### config.mk
export PLATFORM = sky130hd
export DESIGN_NAME = tff_div_sequencer_flat
export DESIGN_NICKNAME = d
export VERILOG_FILES = /design/src/rtl/tff_div_pkg.sv /design/src/rtl/tff_div_sequencer_if.sv /design/src/rtl/tff_div_sequencer_tcell.sv /design/src/rtl/tff_div_sequencer.sv /design/src/flat_wrapper.sv
export SDC_FILE = /design/constraint.sdc
export NUM_CORES = 1
export LEC_CHECK = 0
export ABC_CLOCK_PERIOD_IN_PS = 2640
export CORE_MARGIN = 2
export CORE_UTILIZATION = 54
export DETAILED_ROUTE_END_ITERATION = 8
export DONT_BUFFER_PORTS = 1
export HOLD_SLACK_MARGIN = 0.15
export PLACE_DENSITY = 0.72
export RECOVER_POWER = 50
export SLEW_MARGIN = 30
export SYNTH_ARGS = -nofsm -noshare
export SYNTH_HDL_FRONTEND = slang
export SYNTH_SLANG_ARGS = --single-unit
### constraint.sdc
create_clock -name clk -period 2.64 [get_ports clk]
set_clock_uncertainty 0.2 [all_clocks]
set_input_delay 0.528 -clock clk [delete_from_list [all_inputs] [get_ports clk]]
set_output_delay 0.528 -clock clk [all_outputs]
set_load 0.05 [all_outputs]
### src/rtl/tff_div_pkg.sv
// tff_div_pkg: shared state encoding and period clamp for the toggle-cell divider sequencer
package tff_div_pkg;
  typedef enum logic [1:0] {IDLE, RUN, DRAIN} state_t;
  localparam int PMIN = 2;
endpackage

### src/rtl/tff_div_sequencer_if.sv
// tff_div_sequencer_if: config handshake, run control and divided-waveform outputs
// master drives cfg_valid/cfg_period/cfg_high/start/stop; slave drives cfg_ready/busy/out/tick/done
interface tff_div_sequencer_if #(parameter int WIDTH = 4);
  logic             cfg_valid;
  logic             cfg_ready;
  logic [WIDTH-1:0] cfg_period;
  logic [WIDTH-1:0] cfg_high;
  logic             start;
  logic             stop;
  logic             busy;
  logic             out;
  logic             tick;
  logic             done;
  modport master(output cfg_valid, cfg_period, cfg_high, start, stop,
                 input cfg_ready, busy, out, tick, done);
  modport slave(input cfg_valid, cfg_period, cfg_high, start, stop,
                output cfg_ready, busy, out, tick, done);
endinterface

### src/rtl/tff_div_sequencer_tcell.sv
// tcell: toggle flip-flop with synchronous clear that overrides toggling
// ports: clk, nrst (async active-low), t (toggle enable), clr (sync clear), q
module tcell (
  input  logic clk,
  input  logic nrst,
  input  logic t,
  input  logic clr,
  output logic q
);
  always_ff @(posedge clk or negedge nrst)
    if (!nrst) q <= 1'b0;
    else       q <= clr ? 1'b0 : q ^ t;
endmodule

### src/rtl/tff_div_sequencer.sv
// tff_div_sequencer: run/stop FSM sequencing a toggle-cell counter into a registered divided enable
// ports: clk, nrst (async active-low), bus (slave modport: cfg handshake, start/stop, busy/out/tick/done)
module tff_div_sequencer
  import tff_div_pkg::*;
#(
  parameter int WIDTH = 4
) (
  input  logic                clk,
  input  logic                nrst,
  tff_div_sequencer_if.slave  bus
);
  state_t           state_q, state_d;
  logic [WIDTH-1:0] cnt_q, cnt_d, p_q, p_d, h_q, h_d;
  logic             out_q, tick_q, done_q, rdy_q;
  logic             fire, last, clr, en, run_d;
  always_comb begin
    fire    = bus.cfg_valid & rdy_q;
    p_d     = fire ? ((bus.cfg_period < WIDTH'(PMIN)) ? WIDTH'(PMIN) : bus.cfg_period) : p_q;
    h_d     = fire ? bus.cfg_high : h_q;
    last    = cnt_q == p_q - WIDTH'(1);
    state_d = state_q == IDLE ? (bus.start ? RUN : IDLE) :
              state_q == RUN  ? (bus.stop ? (last ? IDLE : DRAIN) : RUN) :
                                (last ? IDLE : DRAIN);
    // the counter restarts from zero both on wrap and when a run begins
    clr     = state_q == IDLE || last;
    en      = !clr;
    cnt_d   = clr ? '0 : cnt_q + WIDTH'(1);
    run_d   = state_d != IDLE;
  end
  for (genvar i = 0; i < WIDTH; i++) begin : g_cell
    logic t;
    if (i == 0) begin : g_lsb
      assign t = en;
    end else begin : g_bit
      assign t = en & (&cnt_q[i-1:0]);
    end
    tcell u_cell (.clk(clk), .nrst(nrst), .t(t), .clr(clr), .q(cnt_q[i]));
  end
  // outputs come from next-state values so they line up with cnt of the same cycle
  always_ff @(posedge clk or negedge nrst)
    if (!nrst) begin
      state_q <= IDLE;
      p_q     <= WIDTH'(PMIN);
      h_q     <= '0;
      out_q   <= 1'b0;
      tick_q  <= 1'b0;
      done_q  <= 1'b0;
      rdy_q   <= 1'b0;
    end else begin
      state_q <= state_d;
      p_q     <= p_d;
      h_q     <= h_d;
      out_q   <= run_d && (cnt_d < h_d);
      tick_q  <= run_d && (cnt_d == p_d - WIDTH'(1));
      done_q  <= state_q != IDLE && state_d == IDLE;
      rdy_q   <= state_d == IDLE;
    end
  assign bus.cfg_ready = rdy_q;
  assign bus.busy      = state_q != IDLE;
  assign bus.out       = out_q;
  assign bus.tick      = tick_q;
  assign bus.done      = done_q;
endmodule

### src/flat_wrapper.sv
// flat-port wrapper written by rule: the top's interface ports become plain ports
module tff_div_sequencer_flat import tff_div_pkg::*;
#(
  parameter int WIDTH = 4
)
  (clk, nrst, bus_cfg_valid, bus_cfg_period, bus_cfg_high, bus_start, bus_stop, bus_cfg_ready, bus_busy, bus_out, bus_tick, bus_done);
  tff_div_sequencer_if #(.WIDTH(WIDTH)) bus_i ();
  input  logic clk;
  input  logic nrst;
  input wire logic [$bits(bus_i.cfg_valid)-1:0] bus_cfg_valid;
  input wire logic [$bits(bus_i.cfg_period)-1:0] bus_cfg_period;
  input wire logic [$bits(bus_i.cfg_high)-1:0] bus_cfg_high;
  input wire logic [$bits(bus_i.start)-1:0] bus_start;
  input wire logic [$bits(bus_i.stop)-1:0] bus_stop;
  output wire logic [$bits(bus_i.cfg_ready)-1:0] bus_cfg_ready;
  output wire logic [$bits(bus_i.busy)-1:0] bus_busy;
  output wire logic [$bits(bus_i.out)-1:0] bus_out;
  output wire logic [$bits(bus_i.tick)-1:0] bus_tick;
  output wire logic [$bits(bus_i.done)-1:0] bus_done;
  assign bus_i.cfg_valid = bus_cfg_valid;
  assign bus_i.cfg_period = bus_cfg_period;
  assign bus_i.cfg_high = bus_cfg_high;
  assign bus_i.start = bus_start;
  assign bus_i.stop = bus_stop;
  assign bus_cfg_ready = bus_i.cfg_ready;
  assign bus_busy = bus_i.busy;
  assign bus_out = bus_i.out;
  assign bus_tick = bus_i.tick;
  assign bus_done = bus_i.done;
  tff_div_sequencer #(.WIDTH(WIDTH)) u_core (.clk(clk), .nrst(nrst), .bus(bus_i));
endmodule
Word-level counts from Yosys, hierarchy flattened
Cells that the tools add are included.
Storage, ports and cells
  register bits after elaboration: 18
  bits of input ports: 13
  output and inout port bits: 5
  logic and storage cells: 51
Operators by class
  add/subtract/negate cells: 3
  magnitude comparators: 2
  equality and inequality tests: 3
  multiplexer cells: 13
  bitwise logic cells: 8
  reduce and logical (&&, ||, !) cells: 11
Operators with widths (count)
  4-bit two-way mux: 4
  4-bit == test: 2
  2-bit two-way mux: 4
  4-bit by 1-bit subtractor with 4-bit output (second input constant): 2
  1-bit two-way mux: 5
  4-bit by 1-bit adder with 4-bit output (second input constant): 1
  1-bit AND: 4
  2-bit zero test: 2
  4-bit by 2-bit < comparator with 1-bit output (second input constant): 1
  4-bit < comparator: 1
  2-bit nonzero test: 2
  1-bit XOR: 4
  1-bit logical AND: 3
  3-bit AND reduction: 1
  2-bit by 1-bit == test with 1-bit output (second input constant): 1
  2-bit AND reduction: 1
  1-bit zero test: 1
  1-bit logical OR: 1

Longest topological paths before layout
Gate-level depths: netlist (run 1).
  depth in word-level cells: 8
  depth in mapped cells: 10
  mapped depth without buffers: 10

Hierarchy
Synthesis (run 1) repeated with hierarchy kept, for this count alone.
Unflattened totals
  cell total of the unflattened synthesis: 114
  area, all modules: 1128.6 µm²
By module, submodules not included
  tff_div_sequencer: instances 1, cells each 102, area an instance 978.4 µm², seq. area each 351.6 µm²
  tcell: instances 4, cells each 3, area an instance 37.5 µm², seq. area each 25.0 µm²

Worst setup path before layout (run 1)
Ideal clock, no wire load.
  kind: register to register
  start: reg u_core.p_q[1]
  end: reg u_core.out_q, in the netlist u_core.bus.out
  library setup time: 0.065 ns
  arrival: 2.203 ns
  required time: 2.375 ns
  slack: 0.172 ns
  stages on the path, launching flop included: 10
  path buffers: 0
  period minus slack after synthesis: 2.468 ns
  cell sequence: dfstp_2 > inv_1 > ha_1 > xor3_1 > nor3_2 > a211oi_2 > ha_1 > a21o_1 > a21oi_1 > o211a_1
Between the ends
  cells in the longest elaborated chain, start to end: 8
  elaborated cells on any way between the ends: 11
  those cells by class: add/sub: 1; order compare: 1; eq/ne: 1; mux: 5; reduce/logical: 3
RTL lines
  from (decl): RTL line tff_div_sequencer.sv:13  | logic [WIDTH-1:0] cnt_q, cnt_d, p_q, p_d, h_q, h_d;
  from (signal assigned): RTL line tff_div_sequencer.sv:43  | p_q <= WIDTH'(PMIN);
  from (signal assigned): RTL line tff_div_sequencer.sv:51  | p_q <= p_d;
  4-bit by 1-bit subtractor with 4-bit output (*): RTL line tff_div_sequencer.sv:20  | last = cnt_q == p_q - WIDTH'(1);
  4-bit == test (*): RTL line tff_div_sequencer.sv:20
  2-bit two-way mux: RTL line tff_div_sequencer.sv:22, tff_div_sequencer.sv:23
  2-bit two-way mux (2 in series): RTL line tff_div_sequencer.sv:22  | state_q == RUN ? (bus.stop ? (last ? IDLE : DRAIN) : RUN) :
  2-bit two-way mux: RTL line tff_div_sequencer.sv:21  | state_d = state_q == IDLE ? (bus.start ? RUN : IDLE) :
  2-bit nonzero test: RTL line tff_div_sequencer.sv:28  | run_d = state_d != IDLE;
  1-bit logical AND (*): RTL line tff_div_sequencer.sv:53  | out_q <= run_d && (cnt_d < h_d);
  to (signal assigned): RTL line tff_div_sequencer.sv:53
  to (decl): RTL line tff_div_sequencer.sv:14  | logic out_q, tick_q, done_q, rdy_q;
Every way passes the cells marked *; elsewhere a longest branch is shown, timed or not.

Final worst setup path (run 1)
Ends and elaborated chain as after synthesis.

==> impl_metrics.json, run 1 <==
{
  "h-tree-depth": 1,
  "fin_cells": 126,
  "drv_slew": 0,
  "layout_setup_ws_ns": 0.144,
  "wl_per_cell_um": 14.3,
  "clk_pin_slew_ns": 0.10,
  "synth_fa_ha_area_share_pct": 7.40,
  "place.gp.congestion": 0.818,
  "ant_nets": 0,
  "arrival_ns": 2.55,
  "syn_avg_cell_area_um2": 10.8,
  "cts_max_path_buffers": 2,
  "cts_tree": "built",
  "synth_top_family_by_area": "XOR/XNOR gates",
  "syn_inst": 94,
  "synth_top_area_share_pct": 41.9,
  "crit_required_ns": 2.69,
  "fillCellCount": 157,
  "critPathCaptureType": "flop",
  "viasPerCell": 5.21,
  "vdd_ir_drop_max_uv": 865,
  "drt-initial-drc-count": 8,
  "post-route-period-util_pct": 94.6,
  "fmax_mhz": 401,
  "worstSkewPairLatency_ns": 0.30,
  "yosysTopAreaCell": "dfrtp_1",
  "antenna_cells": 0,
  "numPortBuffers": 0,
  "grt_pass1_wl_mm": 2.85,
  "gr-total-overflow": 0,
  "start_util_pct": 58.1,
  "dp_hpwl_mm": 1.38,
  "rows": 15,
  "hold_viol": 0,
  "leakage_nw": 0.532,
  "firstDrtPassIters": 4,
  "grt_pass1_vias": 662,
  "synth-seq-cells": 18,
  "die_x_um": 47.4,
  "drc": 0,
  "synth.area.mux_share_pct": 6.29,
  "dp_cells": 121,
  "synth_area_leaders": "dfrtp_1 42%, xnor2_1 8.6%, ha_1 7.4%",
  "ys_seq_area_share_pct": 44.5,
  "rsz0062_at_grt": "no",
  "routed_wl_mm": 1.80,
  "fin_nets": 121,
  "whs_path_depth": 1,
  "syn2layout_area_growth_pct": 8.51,
  "io_pins": 18,
  "fp.dieH_um": 47.4,
  "setup_viol": 0,
  "min_period_ns": 2.50,
  "cp-start-kind": "flop",
  "path_class": "flop to flop",
  "mappedNetlistArea_mm2": 0.00101,
  "synth_fp_nets": 113,
  "coreArea_mm2": 0.00175,
  "numCtsBuffers": 3,
  "synth_compound_area_share_pct": 11.6,
  "die_area_mm2": 0.00224,
  "clkSinkCount": 18,
  "worst_pin_slew_ns": 0.796,
  "synth-simple-area-share_pct": 11.6,
  "antenna_found_initial": 0,
  "power_density_mw_per_mm2": 1460,
  "synthXorXnorAreaFrac_pct": 13.6,
  "pre_cts_ws_ns": 0.0179,
  "synthDistinctLibCells": 28,
  "relSlewSlack_pct": 46.8,
  "setup-tns-final_ns": 0,
  "grt_max_degree": 19,
  "drive_above_1_share_pct": 12.9,
  "path_max_fanout": 5,
  "min_path_type": "input port to flop",
  "clockRootBuffer": "clkbuf_4",
  "vias": 657,
  "ys_warn_count": 0,
  "cap_violations": 0,
  "grt_usage_pct": 19.2,
  "status": "finished clean",
  "r2r_cells": 9
}
[cell type report]
type                    instances  area, um^2  area share, %
inverters                      11        41.3           3.75
multi-input cells              63         518           47.0
clock buffers                   4        26.3           2.39
flip-flops and latches         18         452           41.0
well taps                      25        31.3           2.84
repair buffers                  5        32.5           2.95
[metal layers]
metal,part of all wire [%],up-vias,global-route usage [%]
li1,-,332,-
met1,46,305,24.1
met2,47,17,29.7
met3,5.2,3,5.77
met4,1.8,0,10.0
met5,0,-,0
[synth_stat cells]
cell       instances
or3_1              1
o31ai_1            1
buf_2              2
mux2i_1            3
inv_1             11
nor3_4             1
nor3_1             2
nand3_1            3
nand2b_1           2
a211oi_1           3
mux2_2             3
nor2_1             9
ha_1               6
a21o_2             1
dfstp_2            1
a211oi_2           2
a2bb2oi_1          1
xor2_1             3
nor3_2             1
o211a_1            1
nand2_1            2
a21o_1             1
dfrtp_1           17
a21oi_1            4
o21a_1             1
xnor2_1           10
nand4_1            1
xor3_1             1
[worst max-delay path, cell delays in order, from the launching register on]
cell and delay, ns:
dfstp_2 0.56, inv_1 0.06, ha_1 0.29, xnor2_1 0.16, nor3_4 0.28, a211oi_2 0.13
ha_1 0.31, a21o_1 0.18, a21oi_1 0.14, o211a_1 0.14
[sequential cells by signal, indices dropped and copies added, names as in the netlist]
signal / cells
u_core.bus.cfg_ready: 1
u_core.bus.done: 1
u_core.bus.out: 1
u_core.bus.tick: 1
u_core.g_cell.u_cell.q: 4
u_core.h_q: 4
u_core.p_q: 4
u_core.state_q: 2
[layout by cell type, fill, tap and decap left out, types with 3 or more instances in the layout]
| cell | count |
|---|---|
| nand3_1 | 3 |
| a211oi_1 | 3 |
| clkbuf_1 | 3 |
| mux2i_1 | 3 |
| inv_1 | 11 |
| a21oi_1 | 4 |
| nor2_1 | 9 |
| ha_1 | 6 |
| clkbuf_4 | 3 |
| xor2_1 | 3 |
| dfrtp_1 | 17 |
| xnor2_1 | 10 |
[report_power, final]
group / switching [mW] / internal, mW / total [mW] / leakage (nW)
Clock: 0.0826 / 0.0590 / 0.142 / 0.0150
Sequential: 0.149 / 0.402 / 0.551 / 0.221
Combinational: 0.505 / 0.408 / 0.913 / 0.296
Total: 0.737 / 0.869 / 1.61 / 0.532
[through the flow]
step / hold WS, ns / power, mW / utilization (%) / cell area, um^2
CTS: 0.161 / 1.61 / 63.2 / 1100
floorplan: 0.0324 / 1.27 / - / 1010
global placement: 0.0327 / 1.42 / 61.1 / 1070
global route: 0.163 / 1.74 / 63.1 / 1100
detailed placement: 0.0327 / 1.46 / 61.1 / 1070
finish: 0.173 / 1.61 / 63.1 / 1100
[timing repair]
item | 4_1_cts | 5_1_grt
hold buffers | 1 | 0
setup endpoints to repair | 0 | 1
hold endpoints to repair | 18 | 0
buffers inserted | 0 | 0
gates resized for setup | 0 | 1
[kinds of logic after synthesis]
group / count (synthesis)
AOI/OAI and AO/OA: 15
DFF: 18
xor gates and xnor gates: 14
buffers and inverters: 13
and+or+nand+nor: 22
muxes: 6
adders and majority gates: 6
[path summary, 6_finish.rpt]
kind,start,to,slack (ns)
hold reg to reg,u_core.h_q[1],u_core.h_q[1],0.30
min in group asynchronous,nrst,u_core.h_q[1],0.54
hold / removal,bus_cfg_period[3],u_core.p_q[3],0.17
setup reg to reg,u_core.p_q[1],u_core.bus.out,0.14
setup / recovery,u_core.p_q[1],u_core.bus.out,0.14
max in group asynchronous,nrst,u_core.g_cell[3].u_cell.q,1.19
(Power assumes the default switching activity.)
==> run 2, diff against run 1 <==
--- a/config.mk
+++ b/config.mk
@@ -5,13 +5,15 @@
 export SDC_FILE = /design/constraint.sdc
 export NUM_CORES = 1
 export LEC_CHECK = 0
-export ABC_CLOCK_PERIOD_IN_PS = 2640
+export ABC_CLOCK_PERIOD_IN_PS = 3100
+export CELL_PAD_IN_SITES_DETAIL_PLACEMENT = 1
+export CELL_PAD_IN_SITES_GLOBAL_PLACEMENT = 1
 export CORE_MARGIN = 2
-export CORE_UTILIZATION = 54
+export CORE_UTILIZATION = 51
 export DETAILED_ROUTE_END_ITERATION = 8
 export DONT_BUFFER_PORTS = 1
 export HOLD_SLACK_MARGIN = 0.15
-export PLACE_DENSITY = 0.72
+export PLACE_DENSITY_LB_ADDON = 0.1
 export RECOVER_POWER = 50
 export SLEW_MARGIN = 30
 export SYNTH_ARGS = -nofsm -noshare
==> constraint.sdc (replaced) <==
create_clock -name clk -period 3.1 [get_ports clk]
set_clock_uncertainty 0.2 [all_clocks]
set_input_delay 0.62 -clock clk [delete_from_list [all_inputs] [get_ports clk]]
set_output_delay 0.62 -clock clk [all_outputs]
set_load 0.05 [all_outputs]
==> impl_metrics.json, run 2 (synthesis gave the netlist of run 1 again) <==
{
  "top_regs": "u_core.g_cell.u_cell.q x4, u_core.h_q x4, u_core.p_q x4",
  "drv_slew": 0,
  "antenna_cells": 0,
  "syn2layout_area_growth_pct": 7.03,
  "vdd_ir_drop_max_uv": 623,
  "crit_required_ns": 3.14,
  "startpoint": "u_core.p_q[1]",
  "dp_hpwl_mm": 1.46,
  "clockRootBuffer": "clkbuf_4",
  "clkSinkCount": 18,
  "fmax_mhz": 378,
  "critPathCaptureType": "flop",
  "worstSkewPairLatency_ns": 0.29,
  "arrival_ns": 2.68,
  "routed_wl_mm": 1.87,
  "r2r_start": "u_core.p_q[1]",
  "final_cell_mix": "17 x dfrtp_1, 11 x inv_1, 10 x xnor2_1, 9 x nor2_1, 6 x ha_1",
  "path_max_fanout": 5,
  "leakage_nw": 0.524,
  "rsz0062_at_grt": "no",
  "power_frac_clock_pct": 9.3,
  "fp.dieH_um": 48.6,
  "setup-tns-final_ns": 0,
  "vias": 659,
  "hold_viol": 0,
  "worst_pin_slew_ns": 0.829,
  "die_area_mm2": 0.00236,
  "antenna_found_initial": 0,
  "rows": 16,
  "numPortBuffers": 0,
  "p_int_mw": 0.719,
  "grt_pass1_wl_mm": 3.42,
  "firstDrtPassIters": 2,
  "fillCellCount": 228,
  "fin_nets": 119,
  "cp-start-kind": "flop",
  "status": "finished clean",
  "hold_start": "bus_cfg_period[3]",
  "gr-total-overflow": 0,
  "cap_violations": 0,
  "grt_usage_pct": 19.2,
  "grt_max_degree": 19,
  "min_path_type": "input port to flop",
  "numCtsBuffers": 3,
  "drc": 0,
  "switching_share_pct": 45.8,
  "drt-initial-drc-count": 2,
  "cts_tree": "built",
  "wl_per_cell_um": 14.8,
  "clk_pin_slew_ns": 0.10,
  "combPwrFrac_pct": 55.0,
  "cts_max_path_buffers": 2,
  "start_util_pct": 52.8,
  "die_x_um": 48.6,
  "total_power_mw": 1.33,
  "coreArea_mm2": 0.00192,
  "setup_viol": 0,
  "path_class": "flop to flop",
  "seqPwrFrac_pct": 35.7,
  "io_pins": 18,
  "drive_above_1_share_pct": 12.1,
  "grt_pass1_vias": 720,
  "h-tree-depth": 1,
  "layout_commonest_cell": "dfrtp_1",
  "min_period_ns": 2.65,
  "ant_nets": 0,
  "relSlewSlack_pct": 44.6,
  "place.gp.congestion": 0.698,
  "post-route-period-util_pct": 85.3,
  "viasPerCell": 5.23,
  "power_density_mw_per_mm2": 1220,
  "utilization_pct": 56.5,
  "power_switching_mw": 0.607
}
run 2: cell types whose count changed in the layout (fill, tap and decap cells not counted):
cell | previous run | this run
nor3_4 | 2 | 1
buf_4 | 2 | 1
clkbuf_1 | 3 | 2
nor3_2 | 0 | 1
run 2: stage by stage:
stage | hold slack [ns] | setup WS [ns] | cell area, um^2 | std cells
after floorplan | 0.124 | 0.632 | 1010 | 94
after global routing | 0.240 | 0.298 | 1090 | 126
after global placement | 0.125 | 0.535 | 1050 | 121
after CTS | 0.262 | 0.440 | 1090 | 126
final | 0.270 | 0.454 | 1090 | 126
after detailed placement | 0.125 | 0.454 | 1050 | 121
run 2: layout make-up:
class | instances | area (um^2) | share of cell area (%)
Clock buffer | 4 | 26.3 | 2.42
Sequential cell | 18 | 452 | 41.6
Inverter | 11 | 41.3 | 3.80
Tap cell | 27 | 33.8 | 3.11
Timing Repair Buffer | 3 | 21.3 | 1.96
Multi-Input combinational cell | 63 | 512 | 47.1
run 2: worst max-delay path: stages, from the launching register on:
cell and delay, ns:
dfstp_2 0.57, inv_1 0.06, ha_1 0.18, xor3_1 0.37, nor3_2 0.27, a211oi_2 0.16
ha_1 0.32, a21o_1 0.18, a21oi_1 0.14, o211a_1 0.15
run 2: power by group through the flow:
| stage | Combinational (mW) | Clock, mW | Sequential (mW) |
|---|---|---|---|
| CTS | 0.750 | 0.129 | 0.477 |
| finish | 0.730 | 0.123 | 0.473 |
| floorplan | 0.608 | 0 | 0.471 |
| global placement | 0.708 | 0 | 0.479 |
| global route | 0.818 | 0.144 | 0.491 |
| detailed placement | 0.738 | 0 | 0.481 |
run 2: worst paths after layout:
| path | end | slack [ns] | depth (start not counted) |
|---|---|---|---|
| hold reg to reg | u_core.state_q[0] | 0.30 | 1 |
| hold / removal | u_core.p_q[3] | 0.27 | 1 |
| setup / recovery | u_core.bus.out | 0.45 | 9 |
| setup reg to reg | u_core.bus.out | 0.45 | 9 |
| min in group asynchronous | u_core.h_q[3] | 0.66 | 1 |
| max in group asynchronous | u_core.h_q[2] | 1.53 | 1 |
run 2: timing repair:
action,in CTS,in global routing
resized for setup,0,0
hold endpoints to repair,18,0
setup buffers,0,0
hold buffers,1,0
run 2: layer usage:
metal	vias to the layer above	global-route usage, %	part of all wire, %
met2	9	31.3	50
met4	0	5.71	0.64
met1	319	24.9	46
met5	-	0	0
li1	329	-	-
met3	2	5.56	3.3
==> run 3, diff against run 2 <==
--- a/config.mk
+++ b/config.mk
@@ -12,6 +12,7 @@
 export CORE_UTILIZATION = 51
 export DETAILED_ROUTE_END_ITERATION = 8
 export DONT_BUFFER_PORTS = 1
+export GPL_TIMING_DRIVEN = 0
 export HOLD_SLACK_MARGIN = 0.15
 export PLACE_DENSITY_LB_ADDON = 0.1
 export RECOVER_POWER = 50
==> impl_metrics.json, run 3 (synthesis gave the netlist of run 1 again) <==
{
  "multi_input_area_um2": 512,
  "ant_nets": 0,
  "firstDrtPassIters": 3,
  "drt-initial-drc-count": 8,
  "hold_start": "bus_cfg_period[3]",
  "final_cell_mix": "17 x dfrtp_1, 11 x inv_1, 10 x xnor2_1, 9 x nor2_1, 6 x ha_1",
  "die_x_um": 48.6,
  "grtUsageMet1_pct": 23.1,
  "drive_above_1_share_pct": 14.1,
  "gr-total-overflow": 0,
  "startpoint": "u_core.p_q[1]",
  "min_period_ns": 2.65,
  "cap_violations": 0,
  "viasPerCell": 5.16,
  "grt_pass1_wl_mm": 3.26,
  "grt_pass1_vias": 671,
  "gr-max-usage-layer": "met2",
  "numCtsBuffers": 3,
  "dp_cells": 121,
  "critPathCaptureType": "flop",
  "path_class": "flop to flop",
  "rsz0062_at_grt": "no",
  "gr-usage-met2_pct": 31.3,
  "placed_area_mm2": 0.00105,
  "relSlewSlack_pct": 45.6,
  "wl_per_cell_um": 14.9,
  "fin_cells": 126,
  "post-route-period-util_pct": 85.4,
  "fillCellCount": 218,
  "grt_usage_pct": 18.6,
  "io_pins": 18,
  "fin_nets": 119,
  "hold_viol": 0,
  "post_cts_buffers": 0,
  "fin_area_mm2": 0.00108,
  "start_util_pct": 52.8,
  "die_area_mm2": 0.00236,
  "leakage_nw": 0.524,
  "h-tree-depth": 1,
  "power_density_mw_per_mm2": 1220,
  "coreArea_mm2": 0.00192,
  "fp.dieH_um": 48.6,
  "numPortBuffers": 0,
  "setup-tns-final_ns": 0,
  "r2r_start": "u_core.p_q[1]",
  "antenna_cells": 0,
  "cp-start-kind": "flop",
  "clkSinkCount": 18,
  "clockRootBuffer": "clkbuf_4",
  "vdd_ir_drop_max_uv": 594,
  "syn2layout_area_growth_pct": 6.91,
  "antenna_found_initial": 0,
  "worstSkewPairLatency_ns": 0.29,
  "worst_pin_slew_ns": 0.814,
  "cts_tree": "built",
  "regArea_um2": 452,
  "setup_viol": 0,
  "arrival_ns": 2.69,
  "cts_max_path_buffers": 2,
  "crit_required_ns": 3.14,
  "fmax_mhz": 378,
  "layout_commonest_cell": "dfrtp_1",
  "status": "finished clean",
  "min_path_type": "input port to flop",
  "place.gp.congestion": 0.679,
  "dp_hpwl_mm": 1.46,
  "drv_slew": 0,
  "top_regs": "u_core.g_cell.u_cell.q x4, u_core.h_q x4, u_core.p_q x4",
  "routed_wl_mm": 1.88,
  "clk_pin_slew_ns": 0.10,
  "drc": 0,
  "path_max_fanout": 8,
  "grtUsageMet3_pct": 3.40,
  "vias": 650,
  "grt_max_degree": 19,
  "rows": 16
}
-- run 3: changes by cell type in the layout (fill, tap and decap cells not counted) --
cell	delta
mux2_1	-1
buf_4	-1
clkbuf_1	-1
buf_2	+2
mux2_2	+1
-- run 3: cell type report --
type	instances	share of cell area, %
Buffer	2	0.923
Clock buffer	4	2.42
Inverter	11	3.81
Multi-Input combinational cell	63	47.2
Sequential cell	18	41.6
Tap cell	27	3.11
Timing Repair Buffer	1	0.923
-- run 3: path summary, 6_finish.rpt --
| path | slack [ns] | cells past startpoint | endpoint |
|---|---|---|---|
| min in group asynchronous | 0.66 | 1 | u_core.bus.out |
| worst min-delay path | 0.27 | 1 | u_core.p_q[3] |
| max in group asynchronous | 1.54 | 1 | u_core.g_cell[3].u_cell.q |
| worst max-delay path | 0.45 | 10 | u_core.bus.out |
| worst max register to register | 0.45 | 10 | u_core.bus.out |
| worst min register to register | 0.31 | 2 | u_core.h_q[2] |
-- run 3: power breakdown --
part	internal [mW]	switching [mW]	leakage, nW
logic	0.326	0.388	0.288
registers	0.342	0.144	0.221
clock network	0.0500	0.0702	0.0150
total	0.717	0.602	0.524
-- run 3: repair_timing --
action / CTS / global route
hold buffers: 1 / 0
resized for setup: 0 / 0
hold endpoints to repair: 18 / 0
-- run 3: worst max-delay path, cell delays in order, from the launching register on --
cell     delay, ns
dfstp_2       0.57
inv_1         0.06
ha_1          0.17
xor3_1        0.37
nor3_2        0.28
a21o_2        0.28
nor2_1        0.07
ha_1          0.17
a21o_1        0.15
a21oi_1       0.14
o211a_1       0.15
-- run 3: per-layer routing --
layer,share of wire [%],wire length [um]
met5,0,0
met4,1.8,34
met3,2.4,45
met2,53,992
met1,43,803
-- run 3: stage by stage --
stage          util, %  total power, mW  hold WS (ns)  worst slack [ns]
6_report          56.4             1.32         0.272             0.452
5_1_grt           56.4             1.45         0.237             0.334
4_1_cts           56.4             1.34         0.262             0.452
3_5_place_dp      54.6             1.21         0.125             0.458
3_3_place_gp      54.6             1.18         0.125             0.511
2_1_floorplan        -             1.08         0.124             0.632
